===== src/rtl/seg_scan_sched.sv =====
// Scan scheduler for a 7-digit active-low seven-segment display.
// Time-multiplexes two page sources with frame-aligned arbitration, edit-digit blink and inter-digit blanking.
module seg_scan_sched #(
  parameter int CLK_DIV      = 50000,
  parameter int BLANK        = 64,
  parameter int BLINK_FRAMES = 60
) (
  input  logic        clk,
  input  logic        rst,
  input  logic [1:0]  page_req,
  input  logic [48:0] dig_a,
  input  logic [48:0] dig_b,
  input  logic        edit_en,
  input  logic [2:0]  edit_pos,
  output logic [7:0]  led,
  output logic [6:0]  content,
  output logic [1:0]  grant,
  output logic        page_ack,
  output logic        frame_done
);

  localparam int PW = (CLK_DIV > 1) ? $clog2(CLK_DIV) : 1;
  localparam int FW = (BLINK_FRAMES > 1) ? $clog2(BLINK_FRAMES) : 1;
  localparam logic [PW-1:0] P_LAST  = PW'(CLK_DIV - 1);
  localparam logic [PW-1:0] P_BLANK = PW'(BLANK);
  localparam logic [FW-1:0] F_LAST  = FW'(BLINK_FRAMES - 1);

  logic [PW-1:0] p_r;
  logic [2:0]    d_r;
  logic          phase_r;
  logic [FW-1:0] fcnt_r;
  logic [6:0]    word_r;

  logic          tick_s;
  logic          frame_end_s;
  logic [2:0]    next_d_s;
  logic [1:0]    next_grant_s;
  logic [1:0]    latch_grant_s;
  logic [6:0]    next_word_s;
  logic          blink_s;
  logic [7:0]    led_s;
  logic [6:0]    content_s;

  function automatic logic [6:0] digit_word(input logic [48:0] w, input logic [2:0] k);
    case (k)
      3'd0:    return w[6:0];
      3'd1:    return w[13:7];
      3'd2:    return w[20:14];
      3'd3:    return w[27:21];
      3'd4:    return w[34:28];
      3'd5:    return w[41:35];
      3'd6:    return w[48:42];
      default: return 7'h7F;
    endcase
  endfunction

  // Slot timing, frame-boundary arbitration and the word to latch for the next digit
  always_comb begin
    tick_s      = (p_r == P_LAST);
    frame_end_s = tick_s && (d_r == 3'd6);
    if (d_r == 3'd6) begin
      next_d_s = 3'd0;
    end else begin
      next_d_s = d_r + 3'd1;
    end
    if (page_req[1]) begin
      next_grant_s = 2'b10;
    end else if (page_req[0]) begin
      next_grant_s = 2'b01;
    end else begin
      next_grant_s = grant;
    end
    // A new owner must already supply digit 0 of the frame it wins
    if (frame_end_s) begin
      latch_grant_s = next_grant_s;
    end else begin
      latch_grant_s = grant;
    end
    if (latch_grant_s[1]) begin
      next_word_s = digit_word(dig_b, next_d_s);
    end else begin
      next_word_s = digit_word(dig_a, next_d_s);
    end
  end

  // Display drive for the current slot position, before the output register
  always_comb begin
    blink_s = (grant == 2'b10) && edit_en && (edit_pos == d_r) && phase_r;
    if (p_r < P_BLANK) begin
      led_s     = 8'hFF;
      content_s = 7'h7F;
    end else begin
      led_s = {1'b1, ~(7'h01 << d_r)};
      if (blink_s) begin
        content_s = 7'h7F;
      end else begin
        content_s = word_r;
      end
    end
  end

  // Scan counters, grant, blink phase, slot latch and registered outputs
  always_ff @(posedge clk) begin
    if (rst) begin
      p_r        <= '0;
      d_r        <= 3'd0;
      phase_r    <= 1'b0;
      fcnt_r     <= '0;
      word_r     <= digit_word(dig_a, 3'd0);
      grant      <= 2'b01;
      led        <= 8'hFF;
      content    <= 7'h7F;
      page_ack   <= 1'b0;
      frame_done <= 1'b0;
    end else begin
      led        <= led_s;
      content    <= content_s;
      page_ack   <= 1'b0;
      frame_done <= 1'b0;
      if (tick_s) begin
        p_r    <= '0;
        d_r    <= next_d_s;
        word_r <= next_word_s;
        if (frame_end_s) begin
          frame_done <= 1'b1;
          grant      <= next_grant_s;
          page_ack   <= (next_grant_s != grant);
          if (fcnt_r == F_LAST) begin
            fcnt_r  <= '0;
            phase_r <= ~phase_r;
          end else begin
            fcnt_r <= fcnt_r + FW'(1);
          end
        end else begin
          fcnt_r <= fcnt_r;
        end
      end else begin
        p_r <= p_r + PW'(1);
      end
    end
  end

endmodule


===== config.mk =====
export PLATFORM = sky130hd
export DESIGN_NAME = seg_scan_sched
export DESIGN_NICKNAME = d
export VERILOG_FILES = /design/src/rtl/seg_scan_sched.sv
export SDC_FILE = /design/constraint.sdc
export NUM_CORES = 1
export LEC_CHECK = 0
export CAP_MARGIN = 10
export CORE_MARGIN = 10
export CORE_UTILIZATION = 40
export DETAILED_ROUTE_END_ITERATION = 10
export PLACE_DENSITY = 0.78
export SLEW_MARGIN = 10
export SYNTH_ARGS = -nofsm -noshare
export SYNTH_HDL_FRONTEND = slang
export SYNTH_SLANG_ARGS = --single-unit

===== constraint.sdc =====
create_clock -name clk -period 3 [get_ports clk]
set_input_delay 0.6 -clock clk [delete_from_list [all_inputs] [get_ports clk]]
set_output_delay 0.6 -clock clk [all_outputs]
set_load 0.02 [all_outputs]

* Yosys cells after proc, flatten, opt, wreduce, memory -nomap -nowiden
Cells that the tools add are included.
Word-level totals: bits of input ports 106, bits in registers 52
Cells by class: eq/ne operators 12, mux-type cells 11, add/sub/neg operators 3, shifts and indexed selects 1, bitwise logic cells 4, order comparisons 1, reduce and logical (&&, ||, !) cells 13
Operators by type and width (count):
- $pmux W7 S7 | 2
- $mux W7 | 3
- $add A16 B1 Y16 const B | 1
- $eq A16 B16 Y1 const B | 1
- $lt A16 B7 Y1 const B | 1
- $eq A3 B3 Y1 const B | 4
- $not A7 Y7 | 1
- $shl A1 B3 Y7 const A | 1
- $add A6 B1 Y6 const B | 1
- $eq A3 B2 Y1 const B | 2
- $eq A6 B6 Y1 const B | 1
- $mux W2 | 3
- $mux W6 | 1
- $reduce_or A2 Y1 | 3
- $reduce_or A3 Y1 | 2
- $logic_and A1 B1 Y1 | 4
- $add A3 B1 Y3 const B | 1
- $eq A3 B1 Y1 const B | 1
- $eq A3 B3 Y1 | 1
- $logic_not A3 Y1 | 1
- $mux W3 | 1
- $not A1 Y1 | 3
- $reduce_and A3 Y1 | 1
- $eq A2 B2 Y1 const B | 1
- 4 further kinds | 4

* Depth between registers and ports, before layout
Gate-level depths: netlist of the first run.
word-level depth 7, gate-level depth with buffers 12

* Worst setup path after synthesis of the first run
Ideal clock, no wire load.
kind reg-to-reg, from register d_r[0], to register word_r[0] (data pin), cell stages (with the launch flop) 12, arrival 2.798 ns, period minus slack after synthesis 3.056 ns, path slack -0.056 ns, path through dfxtp_1 > clkbuf_1 > buf_1 > and2_1 > ha_1 > clkbuf_1 > buf_1 > buf_1 > nor2_1 > a221oi_1 > o221ai_1 > o221a_2
Between the ends: word-level cells in the longest chain between the ends 7, elaborated cells between the ends (all ways) 17, those cells by class 1 x add/sub; 7 x eq/ne; 7 x mux; 2 x reduce/logical
Ends and longest elaborated chain:
- from (decl) | RTL line 29 | logic [2:0] d_r;
- from (signal assigned) | RTL line 122 | d_r <= next_d_s;
- $add A3 B1 Y3 / $eq A3 B3 Y1 (equally long branches) | RTL line 64, 60, 61
- $mux W3 | RTL line 61 | if (d_r == 3'd6) begin
- $eq A3 B3 Y1, or another cell as far along | RTL line 45 | case (k)
- $pmux W7 S7 | RTL line 45
- $mux W7 (*) | RTL line 79 | if (latch_grant_s[1]) begin
- $mux W7 (*) | RTL line 120 | if (tick_s) begin
- $mux W7 (*) | RTL line 104 | if (rst) begin
- to (signal assigned) | RTL line 109 | word_r <= digit_word(dig_a, 3'd0);
- to (signal assigned) | RTL line 123 | word_r <= next_word_s;
- to (decl) | RTL line 32 | logic [6:0] word_r;
Mark *: on every way between the ends. The rest lies on a longest branch, timed or not. The select of a mux whose other input is x is not followed. A chain may end at the register's enable or synchronous reset.

* Worst setup path in the final report of the first run
from register d_r[1], to register word_r[3] (data pin)
Same word-level chain as after synthesis.

==> results of run 1 <==
## cells in the mapped netlist, drive strengths merged (7+ instances only)
cell type,number,share of area
nand2,27,0.032
clkbuf,15,0.018
xor2,11,0.031
a221oi,11,0.031
o21ai,20,0.032
a31oi,9,0.018
mux2,14,0.051
dfxtp,44,0.28
and2,8,0.018
a21oi,27,0.043
nand2b,8,0.016
inv,10,0.012
nor2b,7,0.014
nand3,23,0.037
mux2i,9,0.029
buf,10,0.016
edfxtp,7,0.067
nor2,28,0.034
xnor2,7,0.020
## worst max path at each step
stage	from	to	slack, ns	cells past startpoint
2_1_floorplan	d_r[0]	word_r[6]	0.08	10
5_1_grt	d_r[1]	word_r[1]	0.37	8
4_1_cts	d_r[1]	word_r[3]	0.47	8
3_3_place_gp	d_r[1]	word_r[3]	0.49	8
6_report	d_r[1]	word_r[3]	0.46	8
3_5_place_dp	d_r[1]	word_r[3]	0.47	8
## state kept, by name, summed over array words and instances (netlist names)
signal and count:
p_r 16, content 7, led 7, frame_done 1, page_ack 1, d_r 3
grant 2, word_r 7, phase_r 1, fcnt_r 6
## kinds of logic (layout without fill, tap and decap cells)
group	count (synthesis)	count (layout)	synth area share
compound gates	105	105	0.225
xor+xnor	18	18	0.0505
fa+ha+maj	3	3	0.0120
buf+inv	35	151	0.0461
flops	51	51	0.350
mux	23	23	0.0794
other cells	1	1	0.00120
simple gates	138	138	0.235
## routing by layer
layer | part of all wire | up-vias
li1 | - | 1614
met2 | 0.48 | 142
met5 | 0 | -
met4 | 0.024 | 0
met1 | 0.38 | 1556
met3 | 0.11 | 17
## where the power goes
| part | switching [mW] | internal (mW) |
|---|---|---|
| clock network | 0.256 | 0.172 |
| logic | 0.0702 | 0.159 |
| registers | 0.00575 | 0.703 |
## layout by cell type (no fill, tap or decap), drive strengths merged, types with 3 or more instances in the layout
cell | Yosys | final
clkdlybuf4s50 | 0 | 123
dfxtp | 44 | 44
nor2 | 28 | 28
a21oi | 27 | 27
nand2 | 27 | 27
nand3 | 23 | 23
o21ai | 20 | 20
mux2 | 14 | 14
inv | 10 | 12
a221oi | 11 | 11
xor2 | 11 | 11
buf | 10 | 10
mux2i | 9 | 9
a31oi | 9 | 9
nand2b | 8 | 8
and2 | 8 | 8
nor2b | 7 | 7
xnor2 | 7 | 7
edfxtp | 7 | 7
nand4 | 6 | 6
a22oi | 6 | 6
a22o | 5 | 5
nor3 | 5 | 5
or3 | 5 | 5
clkbuf | 15 | 5
or2 | 4 | 4
o22ai | 3 | 3
nand3b | 3 | 3
a21o | 3 | 3
ha | 3 | 3
or4 | 3 | 3
nor4 | 3 | 3
and3 | 3 | 3
## per-stage QoR
stage / power, mW / instances / util / hold slack, ns
6_report: 1.37 / 592 / 0.594 / 0.437
5_1_grt: 1.41 / 592 / 0.594 / 0.453
4_1_cts: 1.37 / 592 / 0.594 / 0.443
3_5_place_dp: 0.953 / 584 / 0.581 / 0.417
3_3_place_gp: 0.952 / 584 / 0.581 / 0.417
2_1_floorplan: 0.787 / 374 / - / 0.401
## final cells by class
cell class                 instances  area, um^2
clock buffer                       5        68.8
clock inverter                     3        26.3
fill                             692        3110
inverter                          10        37.5
multi-input combinational        288        1880
sequential                        51        1090
tap                              102         128
timing repair buffer             133        1310
==> metrics, run 1 <==
outcome=completed; worst-skew pair later-pin latency=0.32 ns; crit-path max FO=22; Buf+Inv Stages, Crit Path=1; Die Y=108 um; Tightest Pin Transition=0.627 ns; P&R area growth vs syn=45.6%; CTS HTree Levels=2; Placed Area=0.00445 mm^2; routability cong.=0.910; Startpoint Class=register; n_diodes=0; vias in the first global route=3551; CP Capture Type=register; worst min path class=reg -> reg; Worst Hold Path EP=content[0]; final setup violation count=0; Initial Util=0.408; CP arrival=2.63 ns; relative slew slack=0.578; largest net degree at the start of global routing=41; Tmin final=2.54 ns; CTS tree=built; Sum Neg Setup Slack=0 ns; Net Count, Synth=483; Port Buffer Count=123; crit path max-delay cell type=mux2_2; Post-synth top flop=dfxtp_1; row cnt=32; CP peak stage delay=0.37 ns; Reg2Reg Setup Slack=0.46 ns; # clock sinks=51; antenna-violating nets left=0; Hold Crit Depth=1; Post-Syn Area=0.00312 mm^2; Max Cap Viol=0; async set-reset flop share out of synthesis=0; die area=0.0117 mm^2; grt met3 use=0.0857; final worst slack=0.455 ns; period utilisation layout=0.848; PD cells=301 mW/mm^2; cell chain of the critical path=and2_1, ha_1, buf_4, mux2_2, a221oi_1, a31o_2, a22oi_1, mux2_2; total core area=0.00765 mm^2; grt ovf=0; Worst-path clk slew=0.11 ns; Fmax=393 MHz; min-delay src=word_r[0]; pre-CTS setup slack=0.467 ns; final wirelength=11.0 mm; total track usage=0.187; via count=3329; Worst Skew=0.0175 ns; share of cells above drive strength 1=0.0918; RSZ-0062 raised after global routing=no; CP top delay family=multiplexers; routed vias/inst=5.62; Initial DRC Count=213; FF+latch count, synth=51; GR peak layer=met2; top-level I/O count=125; global-route wire length before repair=17.7 mm; drt pass-1 iters=4; Worst EP required=3.09 ns; Fin. Hold Viols=0; r2r endpoint=word_r[3]; Resized cells post-CTS=0; EDFF count, synth=7; mean post-synth cell area=8.34 um^2; initial antenna violation count=0; Unique masters post-synth=63; synth warn=0; worst r2r src=d_r[1]; met2 Use GR=0.326; drt wl/cell=18.7 um; Crit Path Class=reg -> reg; register area share after synthesis=0.350; VDD IR max=208 uV; CTS root buffer=clkbuf_8; Clock Tree Buf Depth=2; post-CTS setup buffers=0; DRC=0; most used cell, CP=mux2_2; CTS buffer count=5; post-DP HPWL=8.99 mm; Pleak=1.69 nW; Worst Reg-to-Reg Cells=8; Slew Viols, Final=0; met1 GRT Util=0.196; Nets=598; Post-Synthesis Cells=374; hold buffers post-CTS=0; cell area after layout=0.00454 mm^2; Die Width=108 um
(Power assumes the default switching activity.)
==> run 2: changes to the inputs <==
- CORE_UTILIZATION: 40 -> 44
- PLACE_DENSITY: 0.78 -> 0.81
- clock period: 3 -> 2.4 ns (I/O delays scaled with it)
==> metrics, run 2 (same netlist as run 1, synthesis figures left out) <==
Hold WS=0.441 ns (was 0.437 ns); commonest non-fill, non-tap cell in the layout=clkdlybuf4s50_1 (unchanged); n_diodes=0 (unchanged); crit-path max FO=16 (was 22); Die Width=104 um (was 108 um); Crit Path Class=reg -> reg (unchanged); fillcell total=574 (was 692); top-level I/O count=125 (unchanged); Largest register FFs=16 (unchanged); post-DP HPWL=8.81 mm (was 8.99 mm); die area=0.0109 mm^2 (was 0.0117 mm^2); Clock Tree Buf Depth=2 (unchanged); Nets=608 (was 598); Finished Layout Cells=596 (was 592); Resized cells post-CTS=0 (unchanged); Slew Viols, Final=0 (unchanged); DRC=0 (unchanged); Metal-1 WL=4.14 mm (was 4.24 mm); outcome=completed (unchanged); drt pass-1 iters=5 (was 4); most frequent cells in the layout=clkdlybuf4s50_1 (123), dfxtp_1 (43), nor2_1 (28) (was clkdlybuf4s50_1 (123), dfxtp_1 (44), nor2_1 (28)); final setup violation count=0 (unchanged); Pleak=1.77 nW (was 1.69 nW); vias in the first global route=3483 (was 3551); initial antenna violation count=0 (unchanged); antenna-violating nets left=0 (unchanged); VDD IR max=235 uV (was 208 uV); worst min path class=reg -> reg (unchanged); Placed Instances=588 (was 584); CTS root buffer=clkbuf_8 (unchanged); Fmax=428 MHz (was 393 MHz); CTS buffer count=5 (unchanged); CTS tree=built (unchanged); CP Capture Type=register (unchanged); Worst Skew=0.00707 ns (was 0.0175 ns); largest net degree at the start of global routing=41 (unchanged); final wirelength=10.9 mm (was 11.0 mm); grt ovf=0 (unchanged); Tightest Pin Transition=0.549 ns (was 0.627 ns); met2 routed WL=5.39 mm (was 5.31 mm); Tmin final=2.34 ns (was 2.54 ns); CTS HTree Levels=2 (unchanged); Startpoint Class=register (unchanged); # clock sinks=51 (unchanged); Initial Util=0.457 (was 0.408); Port Buffer Count=123 (unchanged); Fin. Hold Viols=0 (unchanged); Max Cap Viol=0 (unchanged); row cnt=30 (was 32); relative slew slack=0.630 (was 0.578); period utilisation layout=0.974 (was 0.848); Top reg by flops=p_r (unchanged); global-route wire length before repair=17.5 mm (was 17.7 mm); Sum Neg Setup Slack=0 ns (unchanged); hold buffers post-CTS=0 (unchanged); drt wl/cell=18.3 um (was 18.7 um); multi-input logic area=0.00192 mm^2 (was 0.00188 mm^2); final worst slack=0.0631 ns (was 0.455 ns); post-CTS setup buffers=0 (unchanged); register area=0.00109 mm^2 (about the same); Worst-path clk slew=0.10 ns (was 0.11 ns); RSZ-0062 raised after global routing=no (unchanged); total track usage=0.192 (was 0.187); Initial DRC Count=165 (was 213); routability cong.=0.909 (was 0.910); CP arrival=2.38 ns (was 2.63 ns); power consumption=1.79 mW (was 1.37 mW); Die Y=104 um (was 108 um); Worst EP required=2.45 ns (was 3.09 ns); P&R area growth vs syn=49.7% (was 45.6%); share of cells above drive strength 1=0.122 (was 0.0918); via count=3364 (was 3329); pre-CTS setup slack=0.0553 ns (was 0.467 ns); worst-skew pair later-pin latency=0.31 ns (was 0.32 ns); WL met3=1.13 mm (was 1.23 mm); routed vias/inst=5.64 (was 5.62); total core area=0.00683 mm^2 (was 0.00765 mm^2); PD cells=383 mW/mm^2 (was 301 mW/mm^2); uppermost layer routed=met4 (unchanged)
## run 2: worst paths after layout
check | start | endpoint | cells after the start | slack (ns)
worst max register to register | d_r[1] | word_r[2] | 7 | 0.06
worst min register to register | word_r[5] | content[5] | 1 | 0.44
worst max-delay path | d_r[1] | word_r[2] | 7 | 0.06
worst min-delay path | word_r[5] | content[5] | 1 | 0.44
## run 2: per-stage QoR
step,cell area (um^2),utilization
finish,4670,0.684
global route,4670,0.684
CTS,4650,0.680
detailed placement,4530,0.664
global placement,4530,0.664
floorplan,3180,-
## run 2: final cells by class
type                    instances  area share
clock buffers                   5      0.0147
flip-flops and latches         51       0.234
well taps                      96      0.0257
inverters                      10     0.00804
clock inverters                 3     0.00938
repair buffers                143       0.297
multi-input cells             288       0.411
## run 2: layer usage
layer,GRT usage,vias to the layer above
li1,-,1629
met1,0.205,1546
met2,0.341,172
met3,0.0743,17
met4,0.0577,0
met5,0,-
## run 2: power by group
group          leakage [nW]  switching, mW  total, mW  internal, mW
logic                  1.29         0.0893      0.293         0.204
registers             0.424        0.00806      0.887         0.879
clock network        0.0581          0.296      0.607         0.311
## run 2: critical path, cell delays in order, from the launching register on
cell,delay [ns]
dfxtp_1,0.32
and2_4,0.17
ha_4,0.38
mux2_4,0.31
a32o_1,0.19
or4_1,0.49
a21oi_1,0.14
a221oi_1,0.06
==> run 3: changes to the inputs <==
- CORE_MARGIN: 10 -> default
==> metrics, run 3 (same netlist as run 1, synthesis figures left out) <==
Finished Layout Cells=598 (was 596); hold buffers post-CTS=0 (unchanged); top-level I/O count=125 (unchanged); via count=3435 (was 3364); Fin. Hold Viols=0 (unchanged); Startpoint Class=register (unchanged); CTS root buffer=clkbuf_8 (unchanged); CP Capture Type=register (unchanged); Int Pwr=1.39 mW (about the same); worst-skew pair later-pin latency=0.31 ns (about the same); final core utilization=0.688 (was 0.684); post-DP HPWL=7.53 mm (was 8.81 mm); VDD IR max=196 uV (was 235 uV); Worst-path clk slew=0.10 ns (about the same); crit path to=word_r[3] (was word_r[2]); routed vias/inst=5.74 (was 5.64); Largest register FFs=16 (unchanged); crit path max-delay cell type=ha_4 (was or4_1); total track usage=0.270 (was 0.192); Die Y=86.2 um (was 104 um); Clock Tree Buf Depth=2 (unchanged); drt wl/cell=16.5 um (was 18.3 um); Max Cap Viol=0 (unchanged); largest net degree at the start of global routing=41 (unchanged); Sequential Power Share=0.495 (was 0.496); grt ovf=0 (unchanged); most frequent cells in the layout=clkdlybuf4s50_1 (123), dfxtp_1 (43), nor2_1 (28) (unchanged); P&R area growth vs syn=50.6% (was 49.7%); Port Buffer Count=123 (unchanged); fillcell total=557 (was 574); commonest non-fill, non-tap cell in the layout=clkdlybuf4s50_1 (unchanged); Top reg by flops=p_r (unchanged); routability cong.=0.949 (was 0.909); Comb pwr share=0.165 (was 0.164); CP peak stage delay=0.35 ns (was 0.49 ns); Buf+Inv Stages, Crit Path=1 (was 0); global-route wire length before repair=15.8 mm (was 17.5 mm); Worst Reg-to-Reg Cells=8 (was 7); power consumption=1.79 mW (about the same); share of cells above drive strength 1=0.122 (about the same); CTS buffer count=5 (unchanged); worst r2r src=d_r[1] (unchanged); Initial Util=0.457 (unchanged); final wirelength=9.87 mm (was 10.9 mm); initial antenna violation count=0 (unchanged); cell chain of the critical path=and2_4, ha_4, buf_6, mux2_2, a221oi_1, a31o_2, a22oi_1, mux2_2 (was and2_4, ha_4, mux2_4, a32o_1, or4_1, a21oi_1, a221oi_1); drt pass-1 iters=5 (unchanged); Worst Setup SP=d_r[1] (unchanged); Nets=610 (was 608); PD cells=381 mW/mm^2 (was 383 mW/mm^2); cell area after layout=0.00470 mm^2 (was 0.00467 mm^2); Pleak=1.78 nW (was 1.77 nW); total core area=0.00683 mm^2 (unchanged); CP top delay family=multiplexers (was simple AND/OR/NAND/NOR gates); Fmax=425 MHz (was 428 MHz); DRC=0 (unchanged); Initial DRC Count=275 (was 165); most used cell, CP=mux2_2; Reg2Reg Setup Slack=0.05 ns (was 0.06 ns); sw power=395 uW (was 393 uW); row cnt=30 (unchanged); r2r endpoint=word_r[3] (was word_r[2]); die area=0.00743 mm^2 (was 0.0109 mm^2); Slew Viols, Final=0 (unchanged); worst min path class=reg -> reg (unchanged); vias in the first global route=3372 (was 3483); Crit Path Class=reg -> reg (unchanged); Placed Area=0.00455 mm^2 (was 0.00453 mm^2); Tmin final=2.35 ns (was 2.34 ns); Worst path depth=8 (was 7); Hold WS=0.437 ns (was 0.441 ns); Worst Skew=0.00917 ns (was 0.00707 ns); # clock sinks=51 (unchanged); crit-path max FO=10 (was 16); n_diodes=0 (unchanged); period utilisation layout=0.980 (was 0.974); CTS tree=built (unchanged); Placed Instances=589 (was 588); switching share of power=0.221 (was 0.220); CTS HTree Levels=2 (unchanged); outcome=completed (unchanged); Clock Power Share=0.339 (was 0.340); CP arrival=2.42 ns (was 2.38 ns); Die Width=86.2 um (was 104 um); Tightest Pin Transition=0.618 ns (was 0.549 ns); Worst EP required=2.47 ns (was 2.45 ns); antenna-violating nets left=0 (unchanged); RSZ-0062 raised after global routing=yes (was no); relative slew slack=0.584 (was 0.630); final setup violation count=0 (unchanged)
[run 3: final cells by class]
type	instances	area, um^2	area share
flip-flops and latches	51	1090	0.233
multi-input cells	288	1920	0.408
inverters	10	37.5	0.00799
repair buffers	145	1420	0.302
well taps	96	120	0.0256
clock inverters	3	43.8	0.00932
clock buffers	5	68.8	0.0147
[run 3: repair_timing]
action                                  CTS  global route
endpoints found under the setup margin    0             3
resized for setup                         0             4
setup buffers                             0             1
[run 3: power by group through the flow]
stage | clock network [mW] | registers, mW | logic, mW
2_1_floorplan | 0 | 0.902 | 0.0825
3_3_place_gp | 0 | 0.906 | 0.289
3_5_place_dp | 0 | 0.905 | 0.290
4_1_cts | 0.608 | 0.885 | 0.291
5_1_grt | 0.649 | 0.887 | 0.313
6_report | 0.607 | 0.886 | 0.295
[run 3: how the worst min path moves through the flow]
| stage | from | end | slack, ns | cells after the start |
|---|---|---|---|---|
| after floorplan | word_r[0] | content[0] | 0.40 | 1 |
| after global placement | word_r[4] | content[4] | 0.41 | 1 |
| after detailed placement | word_r[5] | content[5] | 0.42 | 1 |
| after CTS | word_r[5] | content[5] | 0.44 | 1 |
| after global routing | word_r[5] | content[5] | 0.46 | 1 |
| final | word_r[5] | content[5] | 0.44 | 1 |
[run 3: per-stage QoR]
step                setup slack (ns)  TNS (ns)
finish                        0.0480         0
global route                 -0.0240   -0.0376
CTS                           0.0270         0
detailed placement            0.0181         0
global placement              0.0878         0
floorplan                    -0.0902    -0.178
[run 3: metal layers]
| metal | GRT usage | wire [um] | up-vias |
|---|---|---|---|
| li1 | - | - | 1630 |
| met1 | 0.317 | 3900 | 1582 |
| met2 | 0.484 | 4850 | 192 |
| met3 | 0.0457 | 745 | 31 |
| met4 | 0.115 | 366 | 0 |
| met5 | 0 | 0 | - |
